--- config.mk ---
export PLATFORM = sky130hd
export DESIGN_NAME = register_dump
export DESIGN_NICKNAME = d
export VERILOG_FILES = /design/src/rtl/register_dump.sv
export SDC_FILE = /design/constraint.sdc
export NUM_CORES = 1
export LEC_CHECK = 0
export ABC_AREA = 0
export CORE_UTILIZATION = 40
export CTS_CLUSTER_SIZE = 10
export DETAILED_ROUTE_END_ITERATION = 8
export SYNTH_ARGS = -nofsm -noshare
export SYNTH_HDL_FRONTEND = slang
export SYNTH_SLANG_ARGS = --single-unit
--- constraint.sdc ---
create_clock -name Clk -period 2.9 [get_ports Clk]
set_input_delay 0.58 -clock Clk [delete_from_list [all_inputs] [get_ports Clk]]
set_output_delay 0.58 -clock Clk [all_outputs]
set_load 0.05 [all_outputs]
--- src/rtl/register_dump.sv ---
// Purpose : serializes a snapshot of a register file as a byte frame: 0xA5, data bytes (MS byte first), XOR checksum.
// Latency : header byte is presented from the same edge that accepts Start; bytes follow with no idle gaps.
// Backpressure: valid/ready handshake on OutValid/OutReady; byte and state hold while OutReady is low.
//
// Ports:
//   Clk, ResetN         - clock, async active-low reset
//   DebugData [l*r]     - register image, register i at [i*l +: l]
//   Start               - dump request (accepted when idle, or in the FINISH cycle)
//   OutReady            - downstream accepts OutByte this cycle
//   OutByte/OutValid    - frame byte stream (OutByte is 0x00 when not valid)
//   Busy                - frame in progress, including the FINISH cycle
//   Done                - one-cycle pulse after the checksum byte transfers
module register_dump #(
  parameter int l = 16,
  parameter int a = 3
) (
  input  logic                  Clk,
  input  logic                  ResetN,
  input  logic [l*(2**a)-1:0]   DebugData,
  input  logic                  Start,
  input  logic                  OutReady,
  output logic [7:0]            OutByte,
  output logic                  OutValid,
  output logic                  Busy,
  output logic                  Done
);

  localparam int R      = 2**a;
  localparam int NB     = l / 8;
  localparam int NBYTES = R * NB;
  localparam int CW     = (NBYTES > 1) ? $clog2(NBYTES) : 1;

  typedef enum logic [2:0] {IDLE, HEADER, DATA, CHECK, FINISH} state_t;

  state_t              r_state;
  logic [l*R-1:0]      r_snap;
  logic [CW-1:0]       r_cnt;
  logic [7:0]          r_xor;
  logic [7:0]          r_out_byte;
  logic                r_out_valid;
  logic                r_busy;
  logic                r_done;

  logic [7:0]          w_first_byte;
  logic [7:0]          w_next_byte;
  logic                w_last;

  // Frame data byte k: register k/NB, byte k%NB counted from the MS end.
  function automatic logic [7:0] byte_at(input logic [l*R-1:0] img, input int k);
    int idx;
    if (k >= NBYTES) return 8'h00;
    idx = (k / NB) * NB + (NB - 1 - (k % NB));
    return img[idx*8 +: 8];
  endfunction

  assign w_first_byte = byte_at(r_snap, 0);
  assign w_next_byte  = byte_at(r_snap, int'(r_cnt) + 1);
  assign w_last       = (r_cnt == CW'(NBYTES - 1));

  always_ff @(posedge Clk or negedge ResetN) begin
    if (!ResetN) begin
      r_state     <= IDLE;
      r_snap      <= '0;
      r_cnt       <= '0;
      r_xor       <= 8'h00;
      r_out_byte  <= 8'h00;
      r_out_valid <= 1'b0;
      r_busy      <= 1'b0;
      r_done      <= 1'b0;
    end else begin
      case (r_state)
        // FINISH shares the idle acceptance path so a held Start restarts
        // right after the single FINISH cycle without an extra idle cycle.
        IDLE, FINISH: begin
          r_done <= 1'b0;
          if (Start) begin
            r_snap      <= DebugData;
            r_cnt       <= '0;
            r_xor       <= 8'h00;
            r_out_byte  <= 8'hA5;
            r_out_valid <= 1'b1;
            r_busy      <= 1'b1;
            r_state     <= HEADER;
          end else begin
            r_busy  <= 1'b0;
            r_state <= IDLE;
          end
        end
        HEADER: begin
          if (OutReady) begin
            r_cnt      <= '0;
            r_out_byte <= w_first_byte;
            r_state    <= DATA;
          end
        end
        DATA: begin
          if (OutReady) begin
            r_xor <= r_xor ^ r_out_byte;
            if (w_last) begin
              // Checksum includes the byte transferring on this edge.
              r_out_byte <= r_xor ^ r_out_byte;
              r_state    <= CHECK;
            end else begin
              r_cnt      <= r_cnt + 1'b1;
              r_out_byte <= w_next_byte;
            end
          end
        end
        CHECK: begin
          if (OutReady) begin
            r_out_byte  <= 8'h00;
            r_out_valid <= 1'b0;
            r_done      <= 1'b1;
            r_state     <= FINISH;
          end
        end
        default: begin
          r_out_byte  <= 8'h00;
          r_out_valid <= 1'b0;
          r_busy      <= 1'b0;
          r_done      <= 1'b0;
          r_state     <= IDLE;
        end
      endcase
    end
  end

  assign OutByte  = r_out_byte;
  assign OutValid = r_out_valid;
  assign Busy     = r_busy;
  assign Done     = r_done;

endmodule
---- Word level (Yosys, flattened, before mapping) ----
Cells that the tools add are included.
storage, ports and cells
  register bits after elaboration ......... 154
  latch bits .............................. 0
  RAM bits ................................ 0
  bits in read-only memories .............. 0
  input port bits ......................... 132
  output and inout port bits .............. 11
  word-level logic and storage cells ...... 72
  memories kept ........................... 0
cells by class
  add/subtract/negate cells ............... 5
  $mul .................................... 0
  divide/modulo/power cells ............... 0
  $lt $le $gt $ge ......................... 1
  equality and inequality tests ........... 11
  shifts and indexed selects .............. 1
  mux-type cells .......................... 30
  bitwise gates (word level) .............. 3
  reductions and logical operators ........ 13
operator list
  cell                 count
  $shiftx 128x32->8    1
  $mux 8               9
  $pmux 8 s4           1
  $mux 4               4
  $pmux 8 s2           1
  $mux 3               4
  $ne 2x2->1 const B   6
  $pmux 3 s4           1
  $pmux 4 s3           1
  $add 7x3->8          1
  $reduce_and 4->1     2
  $xor 8x8->8          1
  $eq 3x2->1 const B   2
  $mux 1               6
  $reduce_and 3->1     2
  $add 4x1->5          1
  $add 4x1->5 const B  1
  $ge 5x5->1 const B   1
  $reduce_and 5->1     1
  $add 4x1->4 const B  1
  $eq 4x4->1 const B   1
  $pmux 1 s2           2
  $reduce_and 2->1     2
  $reduce_or 2->1      2
  10 further kinds     10

---- Logic depth before layout (Yosys ltp) ----
Gate-level depths: netlist of the first run.
  word-level depth ........................ 9
  mapped depth ............................ 8
  mapped depth without buffers ............ 6

---- Worst setup path after synthesis of the first run ----
Ideal clock, no wire load.
  path type ............................... reg-to-reg
  start ................................... reg r_cnt[0]
  end ..................................... reg r_out_byte[6] (netlist: OutByte[6])
  library setup time ...................... 0.140 ns
  arrival ................................. 1.975 ns
  data required time ...................... 2.760 ns
  slack ................................... 0.785 ns
  stages on the path, launching flop included .. 8
  path buffers ............................ 1
  clock period less this slack ............ 2.115 ns
  cells stage by stage .................... dfrtp_1 -> ha_1 -> xor2_2 -> buf_6 -> mux4_2 -> mux2_2 -> a221oi_2 -> o221ai_1
on the way
  word-level cells in the longest chain between the ends .. 9
  elaborated cells on any way between the ends .. 13
  those cells by class .................... add/sub: 4; order compare: 1; eq/ne: 1; shift: 1; mux: 5; bitwise: 1
ends and longest elaborated chain
  item                                                                line  text
  start: declaration                                                  37    logic [CW-1:0] r_cnt;
  start signal: assignment                                            104   r_cnt <= r_cnt + 1'b1;
  $add 4x1->5                                                         57    assign w_next_byte = byte_at(r_snap, int'(r_cnt) + 1);
  $and 1x1->1 (no source line)                                        n/a
  $add 4x1->5 (no source line) / $sub 2x2->3 (equally long branches)  n/a
  $add 7x3->8                                                         52    idx = (k / NB) * NB + (NB - 1 - (k % NB));
  $shiftx 128x32->8                                                   53    return img[idx*8 +: 8];
  $mux 8                                                              52
  $mux 8 *                                                            99    if (w_last) begin
  $mux 8 *                                                            97    if (OutReady) begin
  $pmux 8 s4 *                                                        71    case (r_state)
  end signal: assignment                                              92    r_out_byte <= w_first_byte;
  end signal: assignment                                              101   r_out_byte <= r_xor ^ r_out_byte;
  end signal: assignment                                              105   r_out_byte <= w_next_byte;
  end: declaration                                                    39    logic [7:0] r_out_byte;
Mark *: on every way between the ends. The rest lies on a longest branch, timed or not. The select of a mux whose other input is x is not followed.
A chain may end at the register's enable or synchronous reset.

---- Final worst setup path of the first run ----
  start ................................... reg r_cnt[0]
  end ..................................... reg r_out_byte[3] (netlist: OutByte[3])
Same word-level chain as after synthesis.

==> metrics.md, run 1 <==
| Metric | Value |
|---|---|
| Post-Syn Area | 0.00720 sq mm |
| GRT Util Overall | 0.216 |
| Final Critical Period | 2.41 ns |
| Busiest grt layer | met2 |
| Core Rows | 48 |
| Worst EP arrival | 2.71 ns |
| Die W | 136 um |
| Gpl congestion | 0.924 |
| Total gr overflow | 0 |
| Root Driver | clkbuf_16 |
| Boundary Pins | 143 |
| Antenna cells | 0 |
| Yosys cell types | 40 |
| Nets | 1,024 |
| Worst EP required | 3.19 ns |
| Final wirelength | 18.9 mm |
| Initial antenna violation count | 0 |
| P&R area growth vs syn | 31.3% |
| Final Hold Viols | 0 |
| Total power | 10,200 uW |
| DRC Markers | 0 |
| Clock latency on the worst-skew pair | 0.43 ns |
| Post-CTS setup buffer count | 0 |
| DP HPWL | 13.3 mm |
| Hold/Removal Path Class | in -> async |
| Post-CTS resize count | 0 |
| Layout cells sized above 1 | 0.0929 |
| Largest net degree at the start of global routing | 129 |
| Register area share after synthesis | 0.535 |
| Worst slew pin tran | 0.783 ns |
| Vias | 5,764 |
| WS Path Type | reg -> reg |
| Most frequent cell after synthesis | nand2_1 |
| Setup Skew | 0.00641 ns |
| Delay-heaviest family, CP | buffers and inverters |
| Initial DRC Count | 413 |
| Syn Nets | 891 |
| Initial core utilization | 0.413 |
| Crit path max-delay cell type | dfrtp_2 |
| CP endpoint kind | register |
| Vias per cell | 5.11 |
| R2R Path Start | r_cnt[0] |
| Post-synth ARST share | 1.00 |
| Met2 track demand over resource | 0.340 |
| CP max FO | 21 |
| #FFs+latches synth | 154 |
| CTS tree | yes |
| Startpoint types | register |
| Synth area leader | dfrtp_1 |
| Post-synth EDFFs | 0 |
| Core area | 0.0174 sq mm |
| Fin Setup TNS | 0 ns |
| Leak | 0.00449 uW |
| CP Buf/Inv Count | 2 |
| Worst VDD drop | 0.961 mV |
| RSZ-0062 raised after global routing | false |
| Status | finished, final reports clean |
| Ys Warns | 0 |
| Power Density | 1070 mW/mm^2 |
| First-pass GRT wire length | 30.0 mm |
| Final setup vio count | 0 |
| Die outline height | 136 um |
| Met3 Track Usage GR | 0.0500 |
| Most frequent cells after synthesis | nand2_1, dfrtp_1, clkbuf_1 |
| Drt pass-1 iters | 5 |
| Final Max Tran Viols | 0 |
| CTS Buffer Depth | 2 |
| CTS H-tree depth | 4 |
| CTS clk-pin slew, worst paths | 0.07 ns |
| CTS buffer count | 17 |
| Core Util, Final | 0.543 |
| Slowest stage delay, CP | 0.37 ns |
| Cell mode on critical path | buf_4 |
| Top cells by area, synth | dfrtp_1, nand2_1, mux4_2, mux4_1, clkbuf_1 |
| Max-slew headroom | 0.477 |
| Maximum clock rate | 414 MHz |
| Tcrit/Tclk final | 0.832 |
| CP startpoint | r_cnt[0] |
| CTS Sinks | 154 |
| Syn Inst Count | 758 |
| Top_reg_cell synth | dfrtp_1 |
| Met1 usage | 0.293 |
| Max-Cap Viols | 0 |
| Vias in the first global route | 5,820 |
| Post-route ant nets | 0 |
| Synthesized area per cell | 9.50 sq um |
| IO Port Bufs | 142 |
| Worst path cell trace | buf_4 > buf_4 > nand3_1 > mux2i_1 > and2_1 > a221oi_1 > o221ai_1 |
| # hold bufs at CTS | 0 |
| Die Footprint | 0.0185 sq mm |
| Synth top area share | 0.535 |
| Average routed wire per standard cell | 16.7 um |
## cell families after synthesis
kind of cell    share of synthesized area
simple gates                        0.240
flops                               0.535
mux                                 0.132
compound gates                     0.0476
buf+inv                            0.0297
xor+xnor                           0.0132
fa+ha+maj                         0.00174
## report_power, final
part	internal [uW]	switching, uW
Clock	1280	945
Combinational	1860	2230
Sequential	3140	695
Total	6280	3870
## worst paths after layout
| kind | endpoint | slack, ns | cells after the start |
|---|---|---|---|
| min in group Clk | r_snap[19] | 0.47 | 2 |
| min | r_xor[0] | 0.15 | 1 |
| max in group asynchronous | r_snap[54] | 1.94 | 2 |
| max | OutByte[3] | 0.49 | 7 |
| min reg2reg | r_snap[19] | 0.47 | 2 |
| max reg2reg | OutByte[3] | 0.49 | 7 |
## through the flow
step / hold WS (ns) / cells / cell area (sq um) / setup WS (ns)
6_report: 0.148 / 1129 / 9450 / 0.486
5_1_grt: 0.211 / 1129 / 9450 / 0.373
4_1_cts: 0.194 / 1129 / 9450 / 0.473
3_5_place_dp: 0.456 / 1097 / 8860 / 0.494
3_3_place_gp: 0.449 / 1097 / 8860 / 0.600
2_1_floorplan: 0.284 / 758 / 7200 / 0.785
## placed cells by master, fill, tap and decap left out, types with 5 or more instances in the layout
master,count
nand2_1,410
dfrtp_1,153
clkdlybuf4s50_1,141
mux4_2,20
clkbuf_16,17
a21oi_1,12
o21ai_0,12
buf_4,12
mux2i_1,11
mux4_1,11
nor2_1,10
nand3_1,10
mux2_2,9
xnor2_1,8
o221ai_1,7
inv_6,5
## cell type report
type	instances	area [sq um]
clock buffers	17	425
inverters	3	11.3
fillers	1569	7960
clock inverters	15	165
multi-input cells	558	3140
flip-flops and latches	154	3850
repair buffers	157	1570
well taps	225	282
## metal layers
| metal | part of all wire | up-vias |
|---|---|---|
| met5 | 0 | - |
| met4 | 0.024 | 0 |
| met3 | 0.058 | 28 |
| met2 | 0.46 | 193 |
| met1 | 0.46 | 2803 |
| li1 | - | 2740 |
## worst register-to-register path, cell delays in order (launching register included)
cell	delay, ns
dfrtp_2	0.37
buf_4	0.37
buf_4	0.38
nand3_1	0.20
mux2i_1	0.18
and2_1	0.29
a221oi_1	0.34
o221ai_1	0.15
## state kept, by name, indices dropped and copies added, names as in the netlist
signal    cells
Busy          1
Done          1
OutByte       8
OutValid      1
r_cnt         4
r_snap      128
r_state       3
r_xor         8
Note: power is estimated with default switching activity, not from simulation.
==> run 2: changes to the inputs <==
--- a/config.mk
+++ b/config.mk
@@ -9,6 +9,7 @@
 export CORE_UTILIZATION = 40
 export CTS_CLUSTER_SIZE = 10
 export DETAILED_ROUTE_END_ITERATION = 8
+export PLACE_DENSITY = 0.67
 export SYNTH_ARGS = -nofsm -noshare
 export SYNTH_HDL_FRONTEND = slang
 export SYNTH_SLANG_ARGS = --single-unit
==> constraint.sdc (replaced) <==
create_clock -name Clk -period 1.95 [get_ports Clk]
set_input_delay 0.39 -clock Clk [delete_from_list [all_inputs] [get_ports Clk]]
set_output_delay 0.39 -clock Clk [all_outputs]
set_load 0.05 [all_outputs]
==> run 2 against run 1 <==
  * The run now ends with negative setup slack left
  * Global-route usage rose by 0.59 points
  * Highest routed layer unchanged
  * Power rose by 54%
  * Hold slack improved by 0.29 ns
  * Largest cell class unchanged
  * Flip-flop and latch count did not move
==> metrics.md, run 2 (synthesized netlist as in run 1, its figures left out) <==
| Metric | Value |
|---|---|
| Final wirelength | 19.3 mm (+2.2%) |
| Met2 wire length | 9.09 mm (+4.4%) |
| Biggest register | r_snap |
| CTS buffer count | 17 (unchanged) |
| Clock latency on the worst-skew pair | 0.42 ns (about the same) |
| Die Footprint | 0.0185 sq mm (unchanged) |
| Hold/Removal Path Class | in -> async |
| CTS clk-pin slew, worst paths | 0.06 ns (about the same) |
| Worst EP required | 2.23 ns (-0.96 ns) |
| Violated checks | negative setup slack |
| Tcrit/Tclk final | 1.07 (+0.235) |
| CTS tree | yes |
| Switch Pwr | 5870 uW (+52%) |
| Status | complete, but fails checks |
| Final worst slack | -0.131 ns (-0.618 ns) |
| RSZ-0062 raised after global routing | true |
| P&R area growth vs syn | 35.5% |
| Core area | 0.0174 sq mm (unchanged) |
| DP HPWL | 14.0 mm (+5.1%) |
| Non-filler cells in the finished layout | 1,153 (+2.1%) |
| GRT Util Overall | 0.222 (+0.00592) |
| Int Power | 9730 uW (+55%) |
| Cells on worst reg2reg path | 7 (unchanged) |
| Pre-CTS setup slack | -0.156 ns (-0.649 ns) |
| Die outline height | 136 um (unchanged) |
| Initial DRC Count | 351 (-15%) |
| Die W | 136 um (unchanged) |
| Routed wl met3 | 855 um (-22%) |
| Commonest non-fill, non-tap cell in the layout | nand2_1 |
| Leak | 0.00468 uW (+4.1%) |
| Initial core utilization | 0.413 (unchanged) |
| Vias per cell | 5.00 (-2.0%) |
| Max-slew headroom | 0.401 (-0.0759) |
| Reg power frac | 0.371 (-0.007) |
| Final Critical Period | 2.08 ns (-0.332 ns) |
| Worst slew pin tran | 0.897 ns (+0.114 ns) |
| Post-route ant nets | 0 (unchanged) |
| Boundary Pins | 143 (unchanged) |
| Gpl congestion | 0.872 (-5.7%) |
| Drt pass-1 iters | 5 (unchanged) |
| # placed instances | 1,115 (+1.6%) |
| DRC Markers | 0 (unchanged) |
| Maximum clock rate | 480 MHz (+16%) |
| Max-Cap Viols | 0 (unchanged) |
| CTS Sinks | 154 (unchanged) |
| CP endpoint kind | register |
| Startpoint types | register |
| CP max FO | 8 (-62%) |
| First-pass GRT wire length | 30.6 mm (+2.1%) |
| Top Metal Used | met4 |
| FF-to-FF End | OutByte[3] |
| Root Driver | clkbuf_16 |
| Switching Share | 0.376 (-0.00505) |
| Final Max Tran Viols | 0 (unchanged) |
| Average routed wire per standard cell | 16.7 um (about the same) |
| Core Rows | 48 (unchanged) |
| Setup Skew | 0.0128 ns (+0.00641 ns) |
| Nets | 1,048 (+2.3%) |
| Final Hold Viols | 0 (unchanged) |
| Vias in the first global route | 5,812 (-0.14%) |
| Antenna cells | 0 (unchanged) |
| Met1 Wirelength | 9.03 mm (+4.5%) |
| Vias | 5,769 (+0.087%) |
| Core Util, Final | 0.560 (+0.0174) |
| Clk pwr share | 0.212 (-0.007) |
| Worst EP arrival | 2.36 ns (-0.35 ns) |
| IO Port Bufs | 142 (unchanged) |
| Final setup vio count | 8 (+8) |
| Flop2flop setup slack | -0.13 ns (-0.62 ns) |
| Comb power frac | 0.417 (+0.014) |
| Total gr overflow | 0 (unchanged) |
| Power Density | 1600 mW/mm^2 (+49%) |
| CTS H-tree depth | 4 (unchanged) |
| Initial antenna violation count | 0 (unchanged) |
| WS Path Type | reg -> reg |
| Most frequent cells in the layout | nand2_1, dfrtp_1, clkdlybuf4s50_1, buf_4, mux4_2 |
| Layout cells sized above 1 | 0.133 (+0.0396) |
| CTS Buffer Depth | 2 (unchanged) |
| Fin Setup TNS | -0.640 ns (-0.640 ns) |
| R2R Path Start | r_cnt[0] |
| Largest register FFs | 128 (unchanged) |
| Worst VDD drop | 0.816 mV (-15%) |
| Fillers | 1,550 (-1.2%) |
| Largest net degree at the start of global routing | 88 (-32%) |
[run 2: cell types whose count changed in the layout (fill, tap and decap cells not counted), sizes merged]
cell           delta
buf              +34
clkdlybuf4s50    -11
clkbuf            +3
clkinvlp          -2
inv               -1
dlygate4sd3       +1
[run 2: power groups by stage]
stage	Clock [uW]	Sequential (uW)	Combinational [uW]
floorplan	0	5680	4160
CTS	3380	5770	6480
detailed placement	0	5800	6350
global route	3520	5940	7110
finish	3310	5780	6510
global placement	0	5820	6200
[run 2: metal layers]
layer  up-vias  GRT usage
li1       2795          -
met3        21     0.0429
met5         -          0
met4         0     0.0765
met2       152      0.349
met1      2801      0.307
[run 2: critical path, cell delays in order, from the launching register on]
cell      delay (ns)
dfrtp_2         0.43
ha_4            0.19
xor2_4          0.20
buf_12          0.15
mux4_2          0.30
mux2_4          0.30
a221oi_2        0.24
o221ai_1        0.13
[run 2: how the worst max path moves through the flow]
stage | from | endpoint
2_1_floorplan | r_cnt[1] | OutByte[6]
3_5_place_dp | r_cnt[0] | OutByte[3]
5_1_grt | r_cnt[0] | OutByte[6]
4_1_cts | r_cnt[0] | OutByte[3]
6_report | r_cnt[0] | OutByte[3]
3_3_place_gp | r_cnt[0] | OutByte[1]
[run 2: per-stage QoR]
stage | instance area [sq um] | hold slack, ns | power, uW
2_1_floorplan | 7230 | 0.0944 | 9830
3_3_place_gp | 9060 | 0.320 | 12000
3_5_place_dp | 9060 | 0.327 | 12100
4_1_cts | 9690 | 0.438 | 15600
5_1_grt | 9760 | 0.476 | 16600
6_report | 9760 | 0.439 | 15600
[run 2: layout make-up]
type / instances / area [sq um] / area share
multi-input combinational: 558 / 3190 / 0.327
tap: 225 / 282 / 0.0289
clock inverter: 12 / 136 / 0.0140
clock buffer: 20 / 457 / 0.0468
timing repair buffer: 181 / 1830 / 0.187
sequential: 154 / 3850 / 0.395
inverter: 3 / 11.3 / 0.00115
[run 2: what timing repair did]
item                                    in CTS  in global routing
endpoints found under the setup margin       8                  8
hold buffers                                 1                  0
hold endpoints to repair                    36                  0
pin swaps                                    4                  2
gates resized for setup                      6                  6
buffers inserted                             0                  5
==> run 3: changes to the inputs <==
--- a/config.mk
+++ b/config.mk
@@ -6,10 +6,10 @@
 export NUM_CORES = 1
 export LEC_CHECK = 0
 export ABC_AREA = 0
-export CORE_UTILIZATION = 40
+export CORE_UTILIZATION = 47
 export CTS_CLUSTER_SIZE = 10
 export DETAILED_ROUTE_END_ITERATION = 8
-export PLACE_DENSITY = 0.67
+export PLACE_DENSITY = 0.77
 export SYNTH_ARGS = -nofsm -noshare
 export SYNTH_HDL_FRONTEND = slang
 export SYNTH_SLANG_ARGS = --single-unit
==> run 3 against run 2 <==
  * The run still ends with negative setup slack left
  * Wire length is 1.3% lower
  * Die area fell by 15%
  * Design area increased by 0.14%
  * Combinational power increased by 2%
  * Power grew 2.0%
  * First-iteration DRC count rose by 15%
  * Non-clock buffer count increased by 9
  * Core utilization grew 10 points
  * Clock skew is 0.0033 ns lower
  * Critical endpoint is now OutByte[4]
  * Largest power group unchanged
  * Highest routed layer unchanged
==> metrics.md, run 3 (synthesized netlist as in run 1, its figures left out) <==
| Metric | Value |
|---|---|
| Vias | 5,901 (+2.3%) |
| Max-Cap Viols | 0 (unchanged) |
| First-pass GRT wire length | 30.5 mm (-0.36%) |
| Setup Skew | 0.00954 ns (-0.00328 ns) |
| Worst EP arrival | 2.37 ns (about the same) |
| Maximum clock rate | 481 MHz (+0.14%) |
| Die Footprint | 0.0158 sq mm (-15%) |
| Average routed wire per standard cell | 17.0 um (+1.5%) |
| Boundary Pins | 143 (unchanged) |
| Violated checks | negative setup slack |
| Leak | 0.00472 uW (+0.84%) |
| Worst VDD drop | 0.981 mV (+20%) |
| Hold/Removal Path Class | reg -> reg |
| Max-slew headroom | 0.394 (-0.00667) |
| Vias per cell | 5.26 (+5.2%) |
| CTS buffer count | 17 (unchanged) |
| Drt pass-1 iters | 5 (unchanged) |
| Commonest non-fill, non-tap cell in the layout | nand2_1 |
| DP HPWL | 13.7 mm (-2.0%) |
| WS Path Type | reg -> reg |
| CTS clk-pin slew, worst paths | 0.06 ns (about the same) |
| Initial core utilization | 0.488 (+0.0746) |
| Final worst slack | -0.128 ns (+0.00290 ns) |
| Total gr overflow | 0 (unchanged) |
| Clock latency on the worst-skew pair | 0.44 ns (+0.02 ns) |
| Layout cells sized above 1 | 0.143 (+0.0105) |
| Post-route ant nets | 0 (unchanged) |
| Fillers | 1,134 (-27%) |
| Die W | 126 um (-7.6%) |
| Final setup vio count | 8 (unchanged) |
| Tcrit/Tclk final | 1.07 (-0.00149) |
| Most frequent cells in the layout | nand2_1, dfrtp_1, clkdlybuf4s50_1, buf_4, mux4_2 |
| Worst slew pin tran | 0.907 ns (+0.00998 ns) |
| Final wirelength | 19.1 mm (-1.3%) |
| Initial antenna violation count | 0 (unchanged) |
| CP max FO | 12 (+4) |
| Largest net degree at the start of global routing | 67 (-24%) |
| IO Port Bufs | 142 (unchanged) |
| CTS tree | yes |
| Total power | 15,900 uW (+2.0%) |
| CTS Buffer Depth | 2 (unchanged) |
| Final Critical Period | 2.08 ns (-0.00291 ns) |
| Final Hold Viols | 0 (unchanged) |
| Gpl congestion | 0.832 (-4.6%) |
| Root Driver | clkbuf_16 |
| P&R area growth vs syn | 35.7% |
| Antenna cells | 0 (unchanged) |
| Area of the multi-input gates | 0.00321 sq mm (+0.63%) |
| Seq. cell area | 0.00385 sq mm (unchanged) |
| Final Max Tran Viols | 0 (unchanged) |
| CTS H-tree depth | 4 (unchanged) |
| Startpoint types | register |
| Vias in the first global route | 5,892 (+1.4%) |
| Biggest register | r_snap |
| Nets | 1,057 (+0.86%) |
| DRC Markers | 0 (unchanged) |
| RSZ-0062 raised after global routing | true |
| Power Density | 1630 mW/mm^2 (+1.8%) |
| Core Util, Final | 0.662 (+0.102) |
| CP endpoint kind | register |
| Initial DRC Count | 404 (+15%) |
| Core Rows | 44 (-8.3%) |
| Core area | 0.0148 sq mm (-15%) |
| Worst EP required | 2.24 ns (about the same) |
| GRT Util Overall | 0.258 (+0.0363) |
| Die outline height | 126 um (-7.6%) |
| Status | complete, but fails checks |
| Largest register FFs | 128 (unchanged) |
| CTS Sinks | 154 (unchanged) |
==> run 3: cell types whose count changed in the layout (fill, tap and decap cells not counted), moves of 3 or more <==
cell	previous run	this run
o221ai_1	7	4
buf_12	10	6
o221ai_2	0	3
buf_4	37	50
==> run 3: path summary, 6_finish.rpt <==
check	cells past startpoint	to	start	slack [ns]
setup / recovery	7	OutByte[4]	r_cnt[0]	-0.13
hold / removal	2	r_snap[3]	r_snap[3]	0.47
setup reg to reg	7	OutByte[4]	r_cnt[0]	-0.13
hold reg to reg	2	r_snap[3]	r_snap[3]	0.47
max in group asynchronous	3	r_snap[34]	ResetN	0.77
min in group asynchronous	2	r_snap[86]	ResetN	0.48
==> run 3: layer usage <==
| metal | global-route usage | part of all wire |
|---|---|---|
| met3 | 0.0556 | 0.053 |
| met1 | 0.335 | 0.43 |
| met4 | 0.104 | 0.026 |
| met2 | 0.425 | 0.49 |
| met5 | 0 | 0 |
==> run 3: cell type report <==
class	instances	share of cell area
sequential	154	0.395
multi-input combinational	558	0.328
timing repair buffer	190	0.188
clock buffer	23	0.0499
tap	184	0.0236
clock inverter	9	0.0140
inverter	3	0.00115
==> run 3: power breakdown <==
group          switching [uW]  leakage (uW)  internal (uW)
Sequential               1110       0.00194           4670
Clock                    1330      0.000300           2150
Combinational            3490       0.00248           3150
==> run 3: worst max-delay path, cell delays in order, from the launching register on <==
cell and delay [ns]:
dfrtp_2 0.43, ha_4 0.19, xor2_4 0.20, buf_12 0.15, mux4_2 0.30, mux2_4 0.29
a221oi_2 0.21, o221ai_1 0.15
==> run 3: per-stage QoR <==
stage | hold slack [ns] | cells | area (sq um) | TNS (ns) | setup WS [ns]
detailed placement | 0.372 | 1086 | 9080 | -0.744 | -0.183
global placement | 0.371 | 1086 | 9080 | -0.261 | -0.0836
global route | 0.482 | 1121 | 9770 | -1.32 | -0.201
floorplan | 0.0944 | 758 | 7230 | -0.112 | -0.0568
CTS | 0.467 | 1121 | 9750 | -0.704 | -0.123
finish | 0.469 | 1121 | 9770 | -0.701 | -0.128
==> run 3: timing repair <==
item,4_1_cts,5_1_grt
hold buffers,1,0
buffers inserted,3,0
hold endpoints to repair,48,0
gates resized for setup,6,4
cloned,0,0
pin swaps,2,2
setup endpoints to repair,8,8
